==> config.mk <==
export PLATFORM = sky130hd
export DESIGN_NAME = d_reg_serial_tx
export DESIGN_NICKNAME = d
export VERILOG_FILES = /design/src/rtl/d_reg_serial_tx.sv
export SDC_FILE = /design/constraint.sdc
export NUM_CORES = 1
export LEC_CHECK = 0
export BUFFER_PORTS_ARGS = -buffer_cell sky130_fd_sc_hd__buf_4
export CORE_AREA = 4 4 44 46
export DETAILED_ROUTE_END_ITERATION = 8
export DIE_AREA = 0 0 48 50
export PLACE_DENSITY_LB_ADDON = 0.12
export SLEW_MARGIN = 30
export SYNTH_ARGS = -nofsm -noshare
export SYNTH_HDL_FRONTEND = slang
export SYNTH_SLANG_ARGS = --single-unit
==> constraint.sdc <==
create_clock -name CLK -period 3 [get_ports CLK]
set_input_delay 0.3 -clock CLK [delete_from_list [all_inputs] [get_ports CLK]]
set_output_delay 0.3 -clock CLK [all_outputs]
set_load 0.01 [all_outputs]
==> src/rtl/d_reg_serial_tx.sv <==
// Frames a parallel word onto SOUT: start(0), data LSB first, optional even parity, stop(1).
// Start bit follows accept by one cycle; DIN_READY is low for the whole frame. The parity bit is enabled by defining D_REG_SERIAL_TX_PARITY_EN.
module d_reg_serial_tx #(
    parameter int WIDTH    = 4,
    parameter int BIT_CLKS = 4
) (
    input  logic             CLK,
    input  logic             RST_N,
    input  logic [WIDTH-1:0] DIN,
    input  logic             DIN_VALID,
    output logic             DIN_READY,
    output logic             SOUT,
    output logic             BUSY,
    output logic             DONE
);
    localparam int PW = (BIT_CLKS > 1) ? $clog2(BIT_CLKS) : 1;
    localparam int BW = (WIDTH > 1) ? $clog2(WIDTH) : 1;
    localparam logic [PW-1:0] PER_LAST = PW'(BIT_CLKS - 1);
    localparam logic [BW-1:0] BIT_LAST = BW'(WIDTH - 1);

    typedef enum logic [2:0] {S_IDLE, S_START, S_DATA, S_PARITY, S_STOP} state_t;

    state_t           state_q, state_d;
    logic [WIDTH-1:0] shift_q, shift_d;
    logic [PW-1:0]    per_q, per_d;
    logic [BW-1:0]    bit_q, bit_d;
    logic             sout_d, busy_d, done_d;
    logic             accept, per_end, par_bit;

`ifdef D_REG_SERIAL_TX_PARITY_EN
    logic par_q, par_d;
    assign par_bit = par_q;
`else
    assign par_bit = 1'b0;
`endif

    assign DIN_READY = RST_N & (state_q == S_IDLE);
    assign accept    = DIN_VALID & DIN_READY;
    assign per_end   = (per_q == PER_LAST);

    always_comb begin
        state_d = state_q;
        shift_d = shift_q;
        per_d   = per_q;
        bit_d   = bit_q;
        done_d  = 1'b0;
        sout_d  = 1'b1;
        busy_d  = 1'b0;
`ifdef D_REG_SERIAL_TX_PARITY_EN
        par_d   = par_q;
`endif
        if (state_q == S_IDLE)
            per_d = '0;
        else
            per_d = per_end ? '0 : per_q + PW'(1);

        case (state_q)
            S_IDLE: begin
                if (accept) begin
                    state_d = S_START;
                    shift_d = DIN;
`ifdef D_REG_SERIAL_TX_PARITY_EN
                    par_d   = ^DIN;
`endif
                end
            end
            S_START: begin
                if (per_end)
                    state_d = S_DATA;
            end
            S_DATA: begin
                if (per_end) begin
                    shift_d = shift_q >> 1;
                    if (bit_q == BIT_LAST) begin
                        bit_d = '0;
`ifdef D_REG_SERIAL_TX_PARITY_EN
                        state_d = S_PARITY;
`else
                        state_d = S_STOP;
`endif
                    end else begin
                        bit_d = bit_q + BW'(1);
                    end
                end
            end
            S_PARITY: begin
                if (per_end)
                    state_d = S_STOP;
            end
            S_STOP: begin
                if (per_end) begin
                    state_d = S_IDLE;
                    done_d  = 1'b1;
                end
            end
            default: state_d = S_IDLE;
        endcase

        // Outputs are derived from the next state so the registered copies line up with state_q.
        case (state_d)
            S_START:  sout_d = 1'b0;
            S_DATA:   sout_d = shift_d[0];
            S_PARITY: sout_d = par_bit;
            default:  sout_d = 1'b1;
        endcase
        busy_d = (state_d != S_IDLE);
    end

    always_ff @(posedge CLK) begin
        if (!RST_N) begin
            state_q <= S_IDLE;
            shift_q <= '0;
            per_q   <= '0;
            bit_q   <= '0;
            SOUT    <= 1'b1;
            BUSY    <= 1'b0;
            DONE    <= 1'b0;
`ifdef D_REG_SERIAL_TX_PARITY_EN
            par_q   <= 1'b0;
`endif
        end else begin
            state_q <= state_d;
            shift_q <= shift_d;
            per_q   <= per_d;
            bit_q   <= bit_d;
            SOUT    <= sout_d;
            BUSY    <= busy_d;
            DONE    <= done_d;
`ifdef D_REG_SERIAL_TX_PARITY_EN
            par_q   <= par_d;
`endif
        end
    end
endmodule

==> summary.md <==
| Metric | Value |
|---|---|
| Outcome | finished, final reports clean |
| Syn nets | 90 |
| Initial antenna violation count | 0 |
| Simple logic cell fraction of the synthesized area | 31.1% |
| Worst Setup End Kind | output port |
| Dpl hpwl | 953 µm |
| Synth-to-Final Area Change | 14.7% |
| Die width | roughly 48 µm |
| Hold wc startpoint | DIN[3] |
| Leakage | about 0.35 nW |
| Placed Cells | around 100 |
| RSZ-0062 raised after global routing | false |
| Ports | 11 |
| Nets@finish | around 100 |
| Die area | about 2400 µm² |
| Synth Area in Compound Gates | 16.2% |
| Finished Cell Area | between 800 and 900 µm² |
| DP Area | just under 800 µm² |
| Crit. Startpoint | state_q[0]$_SDFF_PN0_ |
| Max Fanout on Critical Path | 14 |
| Relative slew slack | 72.2% |
| DR WL/cell | ~13 µm |
| Initial DRC Count | 9 |
| Post-synthesis adder-cell area fraction | under 10% |
| Fin. Hold Viols | 0 |
| First-pass GRT wire length | 2420 µm |
| Vias | about 600 |
| CTS tree | done |
| Max-slew violation count | 0 |
| Clk pin slew, worst setup/hold paths | around 90 ps |
| Tmin final | 1650 ps |
| Clk sinks | 14 |
| Final ANT Viol Nets | 0 |
| Critical path startpoint category | register |
| Xor-xnor portion of the synthesized cell area | ~1.2% |
| Worst-skew pair later-pin latency | ~290 ps |
| Mean Syn Cell Area | 9.06 µm² |
| Clock Skews | around 9.2 ps |
| GRT Total Usage | between 10% and 20% |
| Main combinational cell family by area after synthesis | simple AND/OR/NAND/NOR gates |
| Post-Layout Cell Count | 106 |
| Ant diodes | 0 |
| Post-synthesis mux area share | around 4.1% |
| Num CTS Buffers | 3 |
| Max Fclk | roughly 0.61 GHz |
| Fin crit share | between 50% and 60% |
| Starting density of the core | 48.1% |
| Core Area | 1510 µm² |
| Gr ovfl total | 0 |
| Netlist cell types | 34 |
| GPL Wtd Cong | between 0.7 and 0.8 |
| Worst setup margin | approximately 1300 ps |
| # fillers | 151 |
| Layout cell share with drive strength beyond 1 | between 20% and 30% |
| Number of global-route vias before repair | roughly 520 |
| DR vias/cell | 5.63 |
| Pwr Density | roughly 460 nW/µm² |
| DRC | 0 |
| Post-CTS sizing | 0 |
| Number of port buffers | 10 |
| HP Class | primary input to register |
| CP Class | register to output port |
| Largest net degree at the start of global routing | 16 |
| Pre-CTS WS | about 1500 ps |
| TritonRoute pass-1 iters | 4 |
| Final TNS setup | 0 ps |
| Sequential area share after synthesis | 38.7% |
| CTS Buffer Depth | 2 |
| Reg-to-Reg Start | per_q[0]$_SDFF_PP0_ |
| #FFs+latches synth | 14 |
| Syn. warnings | 0 |
| Maxcap violations | 0 |
| Hold_buf cts | 0 |
| Clk root buf | clkbuf_4 |
| H-tree Lvls | 1 |
| Cell count after synthesis | 80 |
| Worst-Margin Slew | ~410 ps |
| Post-Syn Area | between 700 and 800 µm² |
| CP Data Arrival Time | between 1000 and 1500 ps |
| Setup-failing EPs final | 0 |
| # rows | 14 |
| Setup bufs post-CTS | 0 |
| Worst EP required | around 2700 ps |
| Worst hold slack | around 260 ps |
| Maximum VDD drop | approximately 250 µV |
| Final wirelength | 1370 µm |
| DIE HEIGHT | 50 µm |
[Yosys cell counts]
master	instances	area (µm²)
and4b_1	1	10.0
nor2b_1	4	25.0
mux2i_1	3	30.0
a21boi_1	1	7.51
o211ai_1	1	7.51
a21oi_1	2	10.0
or3b_1	2	17.5
nor2_1	6	22.5
a31oi_1	3	18.8
o21a_1	2	15.0
o21ai_0	3	15.0
buf_2	2	10.0
and4bb_1	1	12.5
o311a_1	1	10.0
nand2b_1	1	6.26
nor2_4	1	11.3
ha_1	3	37.5
xor2_1	1	8.76
nand3b_1	1	7.51
a21o_1	1	7.51
and2_1	2	12.5
and3b_2	1	10.0
nor2_2	1	6.26
buf_6	1	11.3
nand2_1	10	37.5
or3_4	1	11.3
a21boi_2	1	11.3
nor3_1	4	20.0
clkbuf_1	1	3.75
a22oi_1	1	7.51
or2_2	1	6.26
nor4b_1	1	8.76
dfxtp_1	14	280
o31ai_1	1	7.51
[per-layer routing]
layer | vias up | global-route usage [%] | routed length, µm
met1 | 274 | 20.4 | 699
met2 | 13 | 17.2 | 563
li1 | 306 | - | -
met5 | - | 0 | 0
met4 | 0 | 10.8 | 31
met3 | 4 | 4.36 | 80
[layout by cell type (no fill, tap or decap), drive strengths merged]
cell / count
ha: 3
o21a: 2
o31ai: 1
or3: 1
nand3b: 1
and3b: 1
o311a: 1
clkbuf: 4
or2: 1
a21o: 1
nor4b: 1
buf: 10
a21oi: 2
o21ai: 3
mux2i: 3
nor2: 8
a22oi: 1
dfxtp: 14
nor2b: 4
and4b: 1
xor2: 1
o211ai: 1
and2: 2
and4bb: 1
nand2: 10
nor3: 4
nand2b: 1
or3b: 2
a21boi: 2
a31oi: 3
[registers in the layout, indices dropped and copies added (netlist names)]
register  flops
per_q         2
bit_q         2
SOUT          1
shift_q       4
DONE          1
state_q       3
BUSY          1
[power breakdown]
part / switching, mW / internal [mW]
clock: 0.0652 / 0.0739
combinational: 0.0205 / 0.0250
sequential: 0.00694 / 0.193
[per-stage QoR]
step	power (mW)	util [%]
floorplan	0.233	-
global placement	0.250	52.7
detailed placement	0.250	52.7
CTS	0.391	55.1
global route	0.412	55.1
finish	0.385	55.1
[cells by family after synthesis]
logic type / after synthesis
xor+xnor: 1
flops: 14
buf+inv: 4
fa+ha+maj: 3
compound gates: 17
simple gates: 38
mux: 3
[worst max-delay path, stage by stage, from the launching register on]
cell and delay (ps):
dfxtp_1 450, nor3_1 330, and2_1 170, buf_4 110
[path summary, 6_finish.rpt]
path | to | slack (ps) | cells after the start
max | DIN_READY | 1350 | 3
min | shift_q[3]$_SDFFE_PN0P_ | 260 | 3
max reg2reg | shift_q[2]$_SDFFE_PN0P_ | 1480 | 5
min reg2reg | per_q[0]$_SDFF_PP0_ | 470 | 1
[final cells by class]
cell class              instances  area (µm²)  share of cell area [%]
clock buffers                   4        36.3                    4.37
flip-flops and latches         14         280                    33.7
repair buffers                 10        75.1                    9.04
multi-input cells              62         419                    50.5
well taps                      16        20.0                    2.41
(Power assumes the default switching activity.)
